==> src/rtl/nibble_alu.sv <==
// nibble_alu: 16-bit ALU for the QUAD.nibble datapath with a one-cycle registered result.
module nibble_alu (
   input  logic        clk,
   input  logic        resetn,
   input  logic [3:0]  ctrl_i,
   input  logic [15:0] a_i,
   input  logic [15:0] b_i,
   output logic [15:0] y_o
);
   localparam logic [3:0] ALU_OP_ADD = 4'h0;
   localparam logic [3:0] ALU_OP_SUB = 4'h1;
   localparam logic [3:0] ALU_OP_MUL = 4'h2;
   localparam logic [3:0] ALU_OP_AND = 4'h3;
   localparam logic [3:0] ALU_OP_OR  = 4'h4;
   localparam logic [3:0] ALU_OP_XOR = 4'h5;
   localparam logic [3:0] ALU_OP_NOR = 4'h6;
   localparam logic [3:0] ALU_OP_SLL = 4'h7;
   localparam logic [3:0] ALU_OP_SRL = 4'h8;
   localparam logic [3:0] ALU_OP_ROL = 4'h9;
   localparam logic [3:0] ALU_OP_SWP = 4'hA;

   logic signed [31:0] prod;
   logic        [31:0] rot;
   logic               big_shift;
   logic        [15:0] y_d, y_q;

   assign prod      = $signed(a_i) * $signed(b_i);
   assign rot       = {a_i, a_i} << b_i[3:0];
   // shift amounts are unsigned; anything 16 or above empties the word
   assign big_shift = |b_i[15:4];

   always_comb begin
      y_d = 16'h0000;
      case (ctrl_i)
         ALU_OP_ADD: y_d = a_i + b_i;
         ALU_OP_SUB: y_d = a_i - b_i;
         ALU_OP_MUL: y_d = prod[15:0];
         ALU_OP_AND: y_d = a_i & b_i;
         ALU_OP_OR:  y_d = a_i | b_i;
         ALU_OP_XOR: y_d = a_i ^ b_i;
         ALU_OP_NOR: y_d = ~(a_i | b_i);
         ALU_OP_SLL: y_d = big_shift ? 16'h0000 : a_i << b_i[3:0];
         ALU_OP_SRL: y_d = big_shift ? 16'h0000 : a_i >> b_i[3:0];
         ALU_OP_ROL: y_d = rot[31:16];
         ALU_OP_SWP: y_d = {a_i[11:8], a_i[15:12], a_i[3:0], a_i[7:4]};
         default:    y_d = 16'h0000;
      endcase
   end

   always_ff @(posedge clk or posedge resetn)
      if (resetn) y_q <= 16'h0000;
      else        y_q <= y_d;

   assign y_o = y_q;
endmodule

==> config.mk <==
export PLATFORM = sky130hd
export DESIGN_NAME = nibble_alu
export DESIGN_NICKNAME = d
export VERILOG_FILES = /design/src/rtl/nibble_alu.sv
export SDC_FILE = /design/constraint.sdc
export NUM_CORES = 1
export LEC_CHECK = 0
export ABC_AREA = 1
export ABC_CLOCK_PERIOD_IN_PS = 800
export BUFFER_PORTS_ARGS = -buffer_cell sky130_fd_sc_hd__buf_2
export CAP_MARGIN = 10
export CELL_PAD_IN_SITES_DETAIL_PLACEMENT = 0
export CELL_PAD_IN_SITES_GLOBAL_PLACEMENT = 1
export CORE_UTILIZATION = 35
export DETAILED_ROUTE_END_ITERATION = 10
export GPL_ROUTABILITY_DRIVEN = 0
export GPL_TIMING_DRIVEN = 0
export PLACE_DENSITY_LB_ADDON = 0.1
export REMOVE_ABC_BUFFERS = 1
export SLEW_MARGIN = 20
export SYNTH_ARGS = -nofsm -noshare
export SYNTH_HDL_FRONTEND = slang
export SYNTH_SLANG_ARGS = --single-unit
==> constraint.sdc <==
create_clock -name clk -period 0.8 [get_ports clk]
set_clock_uncertainty 0.1 [all_clocks]
set_input_delay 0.08 -clock clk [delete_from_list [all_inputs] [get_ports clk]]
set_output_delay 0.08 -clock clk [all_outputs]
set_load 0.02 [all_outputs]
==> impl_results.rst <==
.. list-table::
   :header-rows: 1

   * - Metric
     - Value
   * - Run status
     - finished, violations left
   * - Violated checks
     - negative hold slack, negative setup slack
   * - Synthesized cell area
     - 8807 um^2
   * - Number of nets at the end of the flow
     - 1734
   * - CP max-delay cell
     - fa_1
   * - Router iterations before antenna repair
     - 7
   * - Count of flip-flops with a built-in enable after synthesis
     - 0
   * - Register bit count reported by yosys
     - 16
   * - Ratio of cells with drive above 1 in the final layout
     - 24.78%
   * - Clock tree root driver cell
     - clkbuf_16
   * - Largest incremental delay on the critical path
     - 510 ps
   * - Critical setup path kind
     - in -> reg
   * - Die extent in x
     - 160.6 um
   * - Number of buffers inserted by port buffering
     - 53
   * - Portion of the clock cycle consumed by the worst path in the final layout
     - 588.2%
   * - Largest register FFs
     - 16
   * - Setup TNS after final layout
     - -46160 ps
   * - Number of buffers inserted during clock tree synthesis
     - 3
   * - Cells after DPL
     - 1732
   * - Bufs and invs on worst path
     - 7
   * - Clock tree from TritonCTS
     - yes
   * - Worst slew slack as a fraction of its limit
     - 18.78%
   * - CP most frequent cell
     - fa_1
   * - Worst Tran Pin Value
     - 1214 ps
   * - Yosys synthesis warning count
     - 0
   * - Worst setup EP type
     - register
   * - Initial DRC Count
     - 668
   * - Layout overhead on the synthesized area
     - 35.37%
   * - Top achievable clock speed
     - 212.5 MHz
   * - Ranking of synthesized cells by area
     - fa_1, nand2_1, ha_1
   * - Unique masters post-synth
     - 48
   * - Switching pwr
     - 16090 uW
   * - Fraction of registers with async set or reset after synthesis
     - 100.0%
   * - Std cell rows
     - 57
   * - Routed Antenna Nets
     - 0
   * - Number of remaining DRC errors
     - 0
   * - Post-route insts no fill
     - 1829
   * - Most common flop cell mapped by yosys
     - dfrtp_1
   * - Vias in the first global route
     - 9253
   * - Post-Place Worst Slack
     - -5316 ps
   * - Number of antenna violations at the first check in global routing
     - 1
   * - Final worst hold slack
     - -201.7 ps
   * - Total routed wirelength
     - 36620 um
   * - Static Leak
     - 0.006129 uW
   * - Logic gate share of total power
     - 92.7%
   * - Portion of total power attributed to the clock network
     - 3.7%
   * - Cell area power density
     - 2489 nW/um^2
   * - Cell family with most CP delay
     - adder cells
   * - Register area share after synthesis
     - 4.546%
   * - Wire length of the first global-routing pass
     - 54300 um
   * - RSZ-0062 raised after global routing
     - yes
   * - Number of setup violations in the final report
     - 32
   * - Vias post-DR
     - 9670
   * - Routed wirelength normalized by instance count
     - 20.02 um
   * - Arrival time worst endpoint
     - 4740 ps
   * - Maximum root-to-sink buffer count
     - 2
   * - Clock period minus worst slack
     - 4706 ps
   * - Initial cell density of the core
     - 35.90%
   * - Min setup slack post-route
     - -3906 ps
   * - Type of the tightest min-delay check
     - in -> async
   * - Pin count of the biggest net entering global routing
     - 41
   * - Number of max-capacitance violations reported
     - 0
   * - Final Max Slew Viols
     - 0
   * - Worst path cell trace
     - buf_16 -> ha_4 -> fa_1 -> inv_2 -> fa_1 -> inv_1 -> fa_1 -> fa_1 -> fa_1 -> inv_2 -> fa_1 -> inv_2 -> ha_4 -> inv_4 -> nor4_4 -> nand3_1 -> nand3_2 -> buf_4 -> a21oi_4 -> nor2_2 -> nand3_1
   * - DIE HEIGHT
     - 160.6 um
   * - Post-Synthesis Mean Instance Area
     - 6.242 um^2
   * - CP startpoint kind
     - primary input
   * - Proportion of total power due to net switching
     - 54.20%
   * - Global-route congestion overflow total
     - 0
   * - Total routing usage reported by global routing
     - 27.85%
   * - Largest vdd supply drop
     - 2.615 mV
   * - Syn Inst Count
     - 1411
   * - DP Wirelength
     - 25820 um
   * - Library cell occupying the most area in the post-synthesis netlist
     - fa_1
   * - CTS sink cnt
     - 16
   * - Top cells by instance count after synthesis
     - nand2_1, inv_1, ha_1, o21ai_0, fa_1
   * - Internal power
     - 13590 uW
   * - CP required
     - 830 ps
   * - Count of pins on the block boundary
     - 54
   * - Core Box Area
     - 24530 um^2
   * - Final antenna diode count
     - 0
   * - DR vias/cell
     - 5.287
   * - Full die area
     - 25800 um^2
   * - Hold Violations, Final
     - 16
   * - Yosys top cell area share
     - 18.18%
   * - Reg power frac
     - 3.6%
   * - Clock-pin slew on the worst setup and hold paths
     - 50 ps
   * - Most numerous cell in the Yosys netlist
     - nand2_1
   * - CTS HTree Levels
     - 1
   * - Largest driver fanout on the critical path
     - 6
## repair_timing
action                                  CTS  global route
endpoints found under the setup margin   32            32
pin swaps                                35            76
gates resized for setup                 191           240
buffers inserted                         39            49
hold endpoints to repair                 16            16
cloned                                    6             4
## worst max path at each step
stage / startpoint / endpoint / slack, ps / cells past startpoint
floorplan: a_i[6] / y_o[15] / -3850 / 22
global placement: b_i[2] / y_o[14] / -5360 / 20
detailed placement: b_i[2] / y_o[14] / -5320 / 20
CTS: a_i[7] / y_o[14] / -3960 / 22
global route: a_i[9] / y_o[14] / -4070 / 22
finish: a_i[6] / y_o[14] / -3910 / 21
## cells by family (layout without fill, tap and decap cells)
group	count (synthesis)	count (layout)	synth area share [%]
buffers and inverters	352	446	16.01
adders and majority gates	190	190	33.81
DFF	16	16	4.546
AOI/OAI and AO/OA	252	252	16.21
xor gates and xnor gates	21	21	2.088
muxes	4	4	0.4546
and+or+nand+nor	576	576	26.88
## layer usage
layer	vias up	global-route usage [%]	part of all wire, %
li1	4638	-	-
met1	4638	37.83	44
met2	346	46.06	46
met3	46	4.158	7.0
met4	2	6.840	2.7
met5	-	0	0.036
## stage by stage
stage          hold slack (ps)  utilization, %  instance area [um^2]  power [uW]
2_1_floorplan           -106.3               -                  8511       12640
3_3_place_gp             64.35           37.42                  9181       16710
3_5_place_dp             98.53           37.43                  9183       16780
4_1_cts                 -169.5           42.86                 10520       23030
5_1_grt                 -145.9           48.60                 11920       32700
6_report                -201.7           48.60                 11920       29680
## power groups by stage
stage	Clock [uW]	Combinational [uW]	Sequential [uW]
after global placement	0	15700	1030
after floorplan	0	11300	1300
final	1090	27500	1070
after global routing	1170	30400	1090
after CTS	1130	20800	1070
after detailed placement	0	15700	1040
## layout by cell type, fill, tap and decap left out, types with 6 or more instances in the layout
master	instances
nand2_2	24
inv_2	43
ha_4	32
buf_4	68
o21ai_0	71
o211ai_1	14
nand4_1	6
nor2_4	12
buf_16	14
xor2_1	17
buf_6	33
inv_1	243
ha_1	75
nor2_2	11
nand2_4	13
nand2_1	366
a21oi_2	17
buf_2	10
buf_12	7
fa_1	71
fa_2	9
o21ai_2	11
dfrtp_1	16
a21oi_1	56
clkbuf_16	7
nand3_2	7
nand3_1	60
nand3b_1	10
nor2_1	46
o21ai_1	41
## layout make-up
type	instances	area [um^2]
Timing Repair inverter	1	7.507
Clock buffer	4	88.84
Inverter	296	1156
Sequential cell	16	400.4
Tap cell	324	405.4
Fill cell	2555	12610
Timing Repair Buffer	145	1763
Multi-Input combinational cell	1043	8102
Note: power is estimated with default switching activity, not from simulation.
